### src/rtl/ps2_kbd_port.sv
// ps2_kbd_port: PS/2 keyboard receiver with a scancode FIFO, exposed as a 16-bit I/O port.
// Frames are synchronised, checked for odd parity and stop bit, then queued for the CPU.
module ps2_kbd_port #(
    parameter int clk_freq       = 50000000,
    parameter int fifo_depth     = 8,
    parameter int timeout_cycles = 50000
) (
    input  logic        clk,
    input  logic        reset_n,
    input  logic        cs,
    input  logic        data_m_access,
    input  logic        data_m_wr_en,
    input  logic [1:0]  data_m_bytesel,
    input  logic [15:0] data_m_data_in,
    output logic [15:0] data_m_data_out,
    output logic        data_m_ack,
    input  logic        ps2_clk,
    input  logic        ps2_dat,
    output logic        intr
);
    localparam int aw = $clog2(fifo_depth);
    localparam int cw = aw + 1;
    // Timer is sized to cover the frame timeout or one slowest (10 kHz) PS/2 bit, whichever is longer.
    localparam int bit_max = clk_freq / 10000;
    localparam int tmo_max = (timeout_cycles > bit_max) ? timeout_cycles : bit_max;
    localparam int tw = $clog2(tmo_max + 1);

    localparam logic [1:0] S_IDLE = 2'd0;
    localparam logic [1:0] S_DATA = 2'd1;
    localparam logic [1:0] S_PAR  = 2'd2;
    localparam logic [1:0] S_STOP = 2'd3;

    logic [1:0]    clk_sync_q, dat_sync_q;
    logic          clk_prev_q, fall_q, bit_q;
    logic [1:0]    state_q, state_d;
    logic [2:0]    cnt_q, cnt_d;
    logic [7:0]    shift_q, shift_d;
    logic          par_q, par_d;
    logic [tw-1:0] tmo_q, tmo_d;
    logic          push, bad;

    logic [7:0]    mem_q [fifo_depth];
    logic [aw-1:0] wp_q, rp_q;
    logic [cw-1:0] count_q;
    logic          ovf_q, ferr_q, irq_en_q, ack_q, intr_q;
    logic [15:0]   rdata_q, word;
    logic          acc, wr_acc, pop, full, push_ok, not_empty;
    logic          unused_bits;

    assign unused_bits = &{1'b0, data_m_bytesel[0], data_m_data_in[13:12], data_m_data_in[10:0]};

    always_ff @(posedge clk or negedge reset_n) begin
        if (!reset_n) begin
            clk_sync_q <= 2'b11;
            dat_sync_q <= 2'b11;
            clk_prev_q <= 1'b1;
            fall_q     <= 1'b0;
            bit_q      <= 1'b1;
        end else begin
            clk_sync_q <= {clk_sync_q[0], ps2_clk};
            dat_sync_q <= {dat_sync_q[0], ps2_dat};
            clk_prev_q <= clk_sync_q[1];
            fall_q     <= clk_prev_q & ~clk_sync_q[1];
            bit_q      <= dat_sync_q[1];
        end
    end

    always_comb begin
        state_d = state_q;
        cnt_d   = cnt_q;
        shift_d = shift_q;
        par_d   = par_q;
        push    = 1'b0;
        bad     = 1'b0;
        tmo_d   = (fall_q || state_q == S_IDLE) ? '0 : tmo_q + 1'b1;
        if (fall_q) begin
            case (state_q)
                S_IDLE: if (!bit_q) begin
                    state_d = S_DATA;
                    cnt_d   = '0;
                end
                S_DATA: begin
                    shift_d = {bit_q, shift_q[7:1]};
                    cnt_d   = cnt_q + 1'b1;
                    if (cnt_q == 3'd7) state_d = S_PAR;
                end
                S_PAR: begin
                    par_d   = bit_q;
                    state_d = S_STOP;
                end
                default: begin
                    push    = bit_q & (^shift_q ^ par_q);
                    bad     = ~push;
                    state_d = S_IDLE;
                end
            endcase
        end else if (state_q != S_IDLE && tmo_q == tw'(timeout_cycles - 1)) begin
            state_d = S_IDLE;
        end
    end

    always_ff @(posedge clk or negedge reset_n) begin
        if (!reset_n) begin
            state_q <= S_IDLE;
            cnt_q   <= '0;
            shift_q <= '0;
            par_q   <= 1'b0;
            tmo_q   <= '0;
        end else begin
            state_q <= state_d;
            cnt_q   <= cnt_d;
            shift_q <= shift_d;
            par_q   <= par_d;
            tmo_q   <= tmo_d;
        end
    end

    assign acc       = cs & data_m_access & ~ack_q;
    assign wr_acc    = acc & data_m_wr_en & data_m_bytesel[1];
    assign not_empty = count_q != '0;
    assign pop       = wr_acc & data_m_data_in[15] & not_empty;
    assign full      = count_q == cw'(fifo_depth);
    // A pop in the same cycle frees the slot, so a push to a full FIFO still lands.
    assign push_ok   = push & (~full | pop);
    assign word      = {4'h0, irq_en_q, ferr_q, ovf_q, not_empty, not_empty ? mem_q[rp_q] : 8'h00};

    always_ff @(posedge clk) begin
        if (push_ok) mem_q[wp_q] <= shift_q;
    end

    always_ff @(posedge clk or negedge reset_n) begin
        if (!reset_n) begin
            wp_q     <= '0;
            rp_q     <= '0;
            count_q  <= '0;
            ovf_q    <= 1'b0;
            ferr_q   <= 1'b0;
            irq_en_q <= 1'b0;
            ack_q    <= 1'b0;
            rdata_q  <= '0;
            intr_q   <= 1'b0;
        end else begin
            wp_q    <= wp_q + aw'(push_ok);
            rp_q    <= rp_q + aw'(pop);
            count_q <= count_q + cw'(push_ok) - cw'(pop);
            if (wr_acc && data_m_data_in[14]) begin
                ovf_q  <= 1'b0;
                ferr_q <= 1'b0;
            end
            if (push && !push_ok) ovf_q <= 1'b1;
            if (bad) ferr_q <= 1'b1;
            if (wr_acc) irq_en_q <= data_m_data_in[11];
            ack_q   <= acc;
            rdata_q <= acc ? word : 16'h0000;
            intr_q  <= irq_en_q & not_empty;
        end
    end

    assign data_m_ack      = ack_q;
    assign data_m_data_out = rdata_q;
    assign intr            = intr_q;
endmodule

### config.mk
export PLATFORM = sky130hd
export DESIGN_NAME = ps2_kbd_port
export DESIGN_NICKNAME = d
export VERILOG_FILES = /design/src/rtl/ps2_kbd_port.sv
export SDC_FILE = /design/constraint.sdc
export NUM_CORES = 1
export LEC_CHECK = 0
export BUFFER_PORTS_ARGS = -buffer_cell sky130_fd_sc_hd__buf_2
export CAP_MARGIN = 10
export CORE_ASPECT_RATIO = 1.4
export CORE_MARGIN = 1.5
export CORE_UTILIZATION = 55
export DETAILED_ROUTE_END_ITERATION = 6
export MAX_ROUTING_LAYER = met4
export PLACE_DENSITY = 0.79
export SLEW_MARGIN = 20
export SYNTH_ARGS = -nofsm -noshare
export SYNTH_HDL_FRONTEND = slang
export SYNTH_SLANG_ARGS = --single-unit
### constraint.sdc
create_clock -name clk -period 5.2 [get_ports clk]
set_clock_uncertainty 0.05 [all_clocks]
set_input_delay 1.3 -clock clk [delete_from_list [all_inputs] [get_ports clk]]
set_output_delay 1.3 -clock clk [all_outputs]
set_load 0.05 [all_outputs]
==> impl_metrics.json, run 1 <==
{
  "status": "finished clean",
  "htreeDepth": 4,
  "cts_setup_buffers": 0,
  "crit_end": "mem_q[4][4]$_DFFE_PP_",
  "hold_viol": 0,
  "drive_above_1_share": 0.249,
  "die_w_um": 85.7,
  "synth_warnings": 0,
  "clock_sinks": 128,
  "ff2ff_setup_slack_ns": 2.31,
  "global_route.usage.met3": 0.0665,
  "crit_fanout": 8,
  "grt_use_met2": 0.348,
  "async_flop_share": 0.500,
  "ant_nets": 0,
  "drcViolationCount": 0,
  "fmax_mhz": 332,
  "met1_usage": 0.209,
  "drt_pass1_iterations": 4,
  "vias_per_cell": 5.60,
  "synth_edf_count": 64,
  "slew_violations": 0,
  "synth.largest_area_cell": "edfxtp_1",
  "grt.overflow.total": 0,
  "crit_path_end_kind": "flop",
  "dp_hpwl_mm": 5.49,
  "grt_max_degree": 65,
  "hp-class": "flop to flop",
  "synth_seq_cells": 128,
  "fillers": 636,
  "cts_resized": 0,
  "io_pins": 43,
  "routedWlPerCell_um": 17.5,
  "avgSynthCellArea_um2": 15.5,
  "reg2regPathDepth": 5,
  "slew_headroom": 0.347,
  "synth_area_leaders": "edfxtp_1 36%, dfrtp_1 28%, mux4_2 6.8%",
  "antenna_found_initial": 0,
  "vias": 2779,
  "initial_utilization": 0.560,
  "port_buffers": 24,
  "critPathRequiredTime_ns": 5.18,
  "crit_type": "input pin to flop",
  "power_leakage_nw": 2.47,
  "syn_area_mm2": 0.00527,
  "cts_buffers": 17,
  "syn_inst": 339,
  "grt_pass1_vias": 2945,
  "tns_ns": 0,
  "period_needed_ns": 3.01,
  "min_period_over_period": 0.580,
  "grt_pass1_wl_mm": 14.5,
  "fin_total_pwr_mw": 3.12,
  "track_usage": 0.200,
  "worst_r2r_startpoint": "shift_q[1]$_DFFE_PN0P_",
  "drv_cap": 0,
  "grt-busiest-layer": "met2",
  "gp_congestion": 0.731,
  "drt_wl_total_mm": 8.66,
  "ir_drop_uv": 278,
  "worst-slew-pin-transition_ns": 0.975,
  "clkTransAtPathRegs_ns": 0.05,
  "cts_root_buf": "clkbuf_16",
  "n_antenna_cell": 0,
  "cts.path.max_buffers": 2,
  "crit_path_start": "cs",
  "post_synth_num_cell_types": 46,
  "finalSetupViolations": 0,
  "cp-start-kind": "input pin",
  "cts_tree": "done",
  "dieArea_mm2": 0.0102,
  "syn_to_final_growth_pct": 15.3,
  "synth_top_area_share": 0.365,
  "clk_latency_ns": 0.41,
  "power_density_mw_per_mm2": 513,
  "fp.dieH_um": 119,
  "r2r_end": "mem_q[4][4]$_DFFE_PP_",
  "rsz0062_at_grt": "false",
  "nNetsFinal": 416,
  "coreArea_mm2": 0.00941,
  "drt_iter0_drc": 215,
  "arrival_ns": 2.99,
  "synth.yosys.seq_area_share": 0.670,
  "row_count": 42,
  "synth_top_flop_cell": "edfxtp_1",
  "cts_hold_buf": 0
}
synth_stat cells (all sizes together) (2+ instances only):
| cell type | number |
|---|---|
| and3 | 4 |
| xor2 | 12 |
| and2 | 4 |
| o21ai | 7 |
| nand4 | 3 |
| clkbuf | 4 |
| nor2 | 33 |
| buf | 9 |
| xnor2 | 8 |
| or2 | 2 |
| dfrtp | 58 |
| edfxtp | 64 |
| nand3 | 10 |
| nor3 | 6 |
| mux2i | 11 |
| a32o | 3 |
| nand2b | 2 |
| nand2 | 20 |
| ha | 17 |
| inv | 12 |
| or3 | 2 |
| mux4 | 16 |
| dfstp | 6 |
| a21oi | 3 |
| mux2 | 10 |
critical path: stages:
cell and delay [ns]:
buf_2 0.08, and3b_1 0.25, and3_1 0.24, a31o_2 0.23
nand3b_2 0.13, nor2_1 0.76
power by group:
group          internal, mW  switching (mW)
Clock                 0.779           0.405
Sequential             1.19           0.158
Combinational         0.297           0.285
Total                  2.27           0.848
cells in the final DEF (no fill, tap or decap), drive strengths merged, types with 3 or more instances in the layout:
master / instances
conb: 4
nand3: 10
mux2i: 11
dfrtp: 58
dfstp: 6
inv: 13
ha: 17
nand4: 3
buf: 25
xnor2: 8
mux2: 10
nand2: 20
clkbuf: 23
mux4: 16
nor3: 6
nor2: 33
and3: 4
and2: 4
a21oi: 3
clkinv: 3
a32o: 3
edfxtp: 64
xor2: 12
o21ai: 7
bufinv: 3
cell families (layout without fill, tap and decap cells):
family / after synthesis / in the layout / synth area share
adders and majority gates: 18 / 18 / 0.0442
muxes: 37 / 37 / 0.113
and+or+nand+nor: 90 / 90 / 0.0836
DFF: 128 / 128 / 0.670
buffers and inverters: 25 / 69 / 0.0218
xor gates and xnor gates: 22 / 22 / 0.0423
AOI/OAI and AO/OA: 18 / 18 / 0.0242
other: 1 / 4 / 0.000712
cell type report:
class,instances,area [um2],share of cell area
sequential,128,3530,0.581
timing repair buffer,25,128,0.0210
clock inverter,9,131,0.0216
clock buffer,23,468,0.0770
multi-input combinational,189,1630,0.269
tap,110,138,0.0227
inverter,12,45.0,0.00741
metal layers:
layer  up-vias  part of all wire
met1      1429              0.39
li1       1285                 -
met3        11             0.029
met4         0             0.015
met2        54              0.56
met5         -                 0
stage by stage:
stage	instances	instance area [um2]	hold WS, ns	setup slack (ns)	util
5_1_grt	496	6080	0.313	2.07	0.646
3_3_place_gp	464	5480	0.296	1.83	0.582
2_1_floorplan	342	5280	0.295	2.04	-
4_1_cts	496	6070	0.311	2.14	0.646
6_report	496	6080	0.308	2.19	0.646
3_5_place_dp	464	5480	0.301	1.74	0.582
registers in the layout (all words and copies together), names as in the netlist, 3 cells and up:
name             flops
mem_q               64
wp_q                 3
shift_q              8
cnt_q                3
rp_q                 3
count_q              4
data_m_data_out     12
tmo_q               16
worst min-delay path by stage:
stage	from	end	cells past startpoint
5_1_grt	clk_sync_q[0]$_DFF_PN1_	clk_sync_q[1]$_DFF_PN1_	0
3_5_place_dp	clk_sync_q[0]$_DFF_PN1_	clk_sync_q[1]$_DFF_PN1_	0
4_1_cts	clk_sync_q[0]$_DFF_PN1_	clk_sync_q[1]$_DFF_PN1_	0
6_report	clk_sync_q[0]$_DFF_PN1_	clk_sync_q[1]$_DFF_PN1_	0
3_3_place_gp	dat_sync_q[0]$_DFF_PN1_	dat_sync_q[1]$_DFF_PN1_	0
2_1_floorplan	dat_sync_q[1]$_DFF_PN1_	bit_q$_DFF_PN1_	0
(Power assumes the default switching activity.)
==> run 2: changes to the inputs <==
- clock period: 5.2 -> 2.9 ns (I/O delays scaled with it)
==> impl_metrics.json, run 2 (synthesis gave the netlist of run 1 again) <==
{
  "ant_nets": 0,
  "final_util": 0.659,
  "critPathTopFamily": "XOR/XNOR gates",
  "crit_type": "flop to flop",
  "sw_frac_of_total": 0.274,
  "power_switching_mw": 1.56,
  "combPwrFrac": 0.203,
  "cts_tree": "done",
  "port_buffers": 24,
  "layout_common_cells": "64 x edfxtp_1, 58 x dfrtp_1, 33 x nor2_1",
  "coreArea_mm2": 0.00941,
  "drive_above_1_share": 0.274,
  "cts_root_buf": "clkbuf_16",
  "worst-slew-pin-transition_ns": 0.761,
  "setup_ws_ns": 0.229,
  "clock_power_share": 0.386,
  "critPathRequiredTime_ns": 3.15,
  "min_period_over_period": 0.921,
  "drt_pass1_iterations": 4,
  "n_antenna_cell": 0,
  "regArea_mm2": 0.00353,
  "die_w_um": 85.7,
  "cts_setup_buffers": 0,
  "nNetsFinal": 428,
  "ir_drop_uv": 669,
  "largest-register": "mem_q",
  "hold_viol": 0,
  "hp-class": "input pin to async pin",
  "dp_hpwl_mm": 5.56,
  "path_cells": "xor3_1, or2_0, mux2i_4, or2b_2, o21ai_2, ha_1, fa_1, xor2_1",
  "dp_cells": 476,
  "clk_latency_ns": 0.41,
  "power_leakage_nw": 2.56,
  "fmax_mhz": 374,
  "track_usage": 0.200,
  "tns_ns": 0,
  "initial_utilization": 0.560,
  "final_common_cell": "edfxtp_1",
  "r2r_end": "count_q[2]$_DFF_PN0_",
  "cts.path.max_buffers": 2,
  "cp-start-kind": "flop",
  "clock_sinks": 128,
  "crit_path_end_kind": "flop",
  "antenna_found_initial": 0,
  "fp.dieH_um": 119,
  "grt.overflow.total": 0,
  "ff2ff_setup_slack_ns": 0.23,
  "cts_buffers": 17,
  "fin_area_mm2": 0.00620,
  "grt_pass1_wl_mm": 14.7,
  "row_count": 42,
  "reg2regPathDepth": 8,
  "cts_hold_buf": 0,
  "fin_total_pwr_mw": 5.69,
  "crit_fanout": 11,
  "grt_max_degree": 65,
  "drv_cap": 0,
  "power_density_mw_per_mm2": 919,
  "cp_num_buf_inv": 0,
  "multi_input_area_mm2": 0.00163,
  "p_int_mw": 4.13,
  "htreeDepth": 4,
  "io_pins": 43,
  "placed_area_mm2": 0.00558,
  "critical-path-slowest-cell": "dfrtp_1",
  "routedWlPerCell_um": 17.3,
  "finalSetupViolations": 0,
  "worst_r2r_startpoint": "shift_q[1]$_DFFE_PN0P_",
  "gp_congestion": 0.755,
  "drt_iter0_drc": 158,
  "dieArea_mm2": 0.0102,
  "arrival_ns": 2.92,
  "cts_resized": 0,
  "vias": 2833,
  "status": "finished clean",
  "instances_no_fill": 508,
  "clkTransAtPathRegs_ns": 0.05,
  "slew_violations": 0,
  "grt_pass1_vias": 3030,
  "period_needed_ns": 2.67,
  "slowest_delay_ns": 0.52,
  "drcViolationCount": 0,
  "dpl_worst_slack_ns": 0.181,
  "p_seq_frac": 0.411,
  "slew_headroom": 0.493,
  "largest_reg_flops": 64,
  "vias_per_cell": 5.58,
  "syn_to_final_growth_pct": 17.6,
  "holdWs_ns": 0.257,
  "rsz0062_at_grt": "false",
  "drt_wl_total_mm": 8.78,
  "fillers": 651
}
-- run 2: final cells by class --
| cell class | count | area share |
|---|---|---|
| Inverter | 12 | 0.00727 |
| Clock buffer | 18 | 0.0693 |
| Clock inverter | 14 | 0.0305 |
| Timing Repair Buffer | 37 | 0.0372 |
| Sequential cell | 128 | 0.570 |
| Multi-Input combinational cell | 189 | 0.264 |
| Tap cell | 110 | 0.0222 |
-- run 2: worst max-delay path by stage --
stage                     depth (start not counted)  slack, ns              endpoint              startpoint
after global placement                            9       0.23  count_q[3]$_DFF_PN0_                      cs
after floorplan                                   9       0.32  count_q[3]$_DFF_PN0_                      cs
final                                             8       0.23  count_q[2]$_DFF_PN0_  shift_q[1]$_DFFE_PN0P_
after detailed placement                          9       0.18  count_q[3]$_DFF_PN0_                      cs
after global routing                              8       0.07  count_q[3]$_DFF_PN0_  shift_q[6]$_DFFE_PN0P_
after CTS                                         8       0.22  count_q[2]$_DFF_PN0_  shift_q[1]$_DFFE_PN0P_
-- run 2: routing by layer --
layer	routed length, um	track usage	vias up
li1	-	-	1310
met1	3370	0.215	1437
met2	4850	0.334	63
met3	311	0.0561	23
met4	242	0.103	0
met5	0	-	-
-- run 2: worst reg2reg max path, delay by kind of cell, from the launching register on --
kind	cells	cell delay [ns]
XOR/XNOR	2	0.67
adder cells (fa/ha/maj)	2	0.59
flip-flops	1	0.52
AND/OR/NAND/NOR	2	0.45
multiplexers	1	0.22
AO/OA/AOI/OAI	1	0.06
-- run 2: power by group through the flow --
stage                     clock network [mW]  registers [mW]  logic [mW]
after global placement                     0            2.36        1.12
after floorplan                            0            2.39       0.887
after detailed placement                   0            2.38        1.16
after CTS                               2.23            2.34        1.18
after global routing                    2.30            2.37        1.28
final                                   2.20            2.34        1.16
==> run 3: changes to the inputs <==
--- a/config.mk
+++ b/config.mk
@@ -13,2 +13,3 @@
 export DETAILED_ROUTE_END_ITERATION = 6
+export GPL_TIMING_DRIVEN = 0
 export MAX_ROUTING_LAYER = met4
==> constraint.sdc (replaced) <==
create_clock -name clk -period 2.9 [get_ports clk]
set_clock_uncertainty 0.05 [all_clocks]
set_input_delay 0.58 -clock clk [delete_from_list [all_inputs] [get_ports clk]]
set_output_delay 0.58 -clock clk [all_outputs]
set_load 0.05 [all_outputs]
==> impl_metrics.json, run 3 (synthesis gave the netlist of run 1 again) <==
{
  "crit_path_start": "shift_q[1]$_DFFE_PN0P_",
  "largest_reg_flops": 64,
  "ir_drop_uv": 494,
  "drt_iter0_drc": 132,
  "port_buffers": 24,
  "io_pins": 43,
  "vias": 2779,
  "drcViolationCount": 0,
  "vias_per_cell": 5.45,
  "cts_tree": "done",
  "grt.overflow.total": 0,
  "critPathRequiredTime_ns": 2.89,
  "grt-busiest-layer": "met2",
  "crit_fanout": 11,
  "worst_r2r_startpoint": "shift_q[1]$_DFFE_PN0P_",
  "clk_latency_ns": 0.41,
  "fmax_mhz": 360,
  "hold_viol": 0,
  "crit_type": "flop to flop",
  "final_util": 0.659,
  "drt_wl_total_mm": 8.64,
  "gp_congestion": 0.779,
  "drive_above_1_share": 0.285,
  "n_antenna_cell": 0,
  "worst_hold_startpoint": "ps2_dat",
  "dp_hpwl_mm": 5.83,
  "power_leakage_nw": 2.55,
  "coreArea_mm2": 0.00941,
  "routedWlPerCell_um": 16.9,
  "ff2ff_setup_slack_ns": 0.12,
  "arrival_ns": 2.77,
  "worst-slew-pin-transition_ns": 0.778,
  "slew_violations": 0,
  "status": "finished clean",
  "slew_headroom": 0.479,
  "die_w_um": 85.7,
  "hp-class": "input pin to flop",
  "grt_use_met2": 0.345,
  "holdWs_ns": 0.214,
  "cp-start-kind": "flop",
  "clock_sinks": 128,
  "fillers": 639,
  "row_count": 42,
  "min_period_over_period": 0.958,
  "global_route.usage.met3": 0.0755,
  "cts_setup_buffers": 0,
  "met1_usage": 0.208,
  "dieArea_mm2": 0.0102,
  "rsz0062_at_grt": "false",
  "min_path_cells": 1,
  "antenna_found_initial": 0,
  "ant_nets": 0,
  "cts.path.max_buffers": 2,
  "clkTransAtPathRegs_ns": 0.05,
  "drt_pass1_iterations": 4,
  "grt_pass1_vias": 2935,
  "initial_utilization": 0.560,
  "crit_path_end_kind": "flop",
  "layout_common_cells": "64 x edfxtp_1, 58 x dfrtp_1, 27 x nor2_1, 27 x buf_2, 20 x nand2_1",
  "finalSetupViolations": 0,
  "cts_buffers": 17,
  "tns_ns": 0,
  "power_density_mw_per_mm2": 908,
  "instances_no_fill": 510,
  "cts_root_buf": "clkbuf_16",
  "track_usage": 0.201,
  "syn_to_final_growth_pct": 17.6,
  "nNetsFinal": 430,
  "grt_pass1_wl_mm": 14.5,
  "fp.dieH_um": 119,
  "reg2regPathDepth": 5,
  "htreeDepth": 4,
  "largest-register": "mem_q",
  "grt_max_degree": 57,
  "drv_cap": 0,
  "period_needed_ns": 2.78,
  "final_common_cell": "edfxtp_1",
  "dp_cells": 477
}
-- run 3: repair_timing --
| action | 4_1_cts | 5_1_grt |
|---|---|---|
| hold endpoints to repair | 8 | 0 |
| setup endpoints to repair | 16 | 24 |
| gates resized for setup | 3 | 3 |
| hold buffers | 1 | 0 |
-- run 3: final timing paths --
check | end
hold reg to reg | dat_sync_q[1]$_DFF_PN1_
max in group asynchronous | dat_sync_q[0]$_DFF_PN1_
setup / recovery | mem_q[1][1]$_DFFE_PP_
min in group asynchronous | data_m_data_out[5]$_DFF_PN0_
hold / removal | dat_sync_q[0]$_DFF_PN1_
setup reg to reg | mem_q[1][1]$_DFFE_PP_
-- run 3: final cells by class --
class                           instances  area [um2]  share of cell area
Timing Repair Buffer                   26         160              0.0258
Tap cell                              110         138              0.0222
Inverter                               12        45.0             0.00727
Clock inverter                         13         161              0.0260
Clock buffer                           19         443              0.0715
Buffer                                 13        70.1              0.0113
Sequential cell                       128        3530               0.570
Multi-Input combinational cell        189        1650               0.266
-- run 3: metal layers --
metal / wire length (um) / vias to the layer above
li1: - / 1311
met1: 3230 / 1398
met2: 4950 / 57
met3: 322 / 13
met4: 133 / 0
met5: 0 / -
-- run 3: report_power, final --
group / total, mW / internal, mW / leakage [nW] / switching, mW
combinational: 1.20 / 0.563 / 0.832 / 0.641
clock: 2.13 / 1.37 / 0.297 / 0.754
sequential: 2.30 / 2.14 / 1.42 / 0.155
total: 5.63 / 4.08 / 2.55 / 1.55
-- run 3: stage by stage --
step           total power [mW]  worst slack, ns  instance area (um2)
3_5_place_dp               3.55           0.0210                 5570
5_1_grt                    5.92          0.00770                 6200
3_3_place_gp               3.50            0.149                 5540
6_report                   5.63            0.123                 6200
2_1_floorplan              3.28            0.370                 5280
4_1_cts                    5.70           0.0152                 6190
-- run 3: worst max-delay path, cell delays in order (launching register included) --
cell,delay [ns]
dfrtp_1,0.54
xor3_1,0.53
or2_0,0.27
mux2i_4,0.22
nand3_2,0.17
nor3_2,0.62
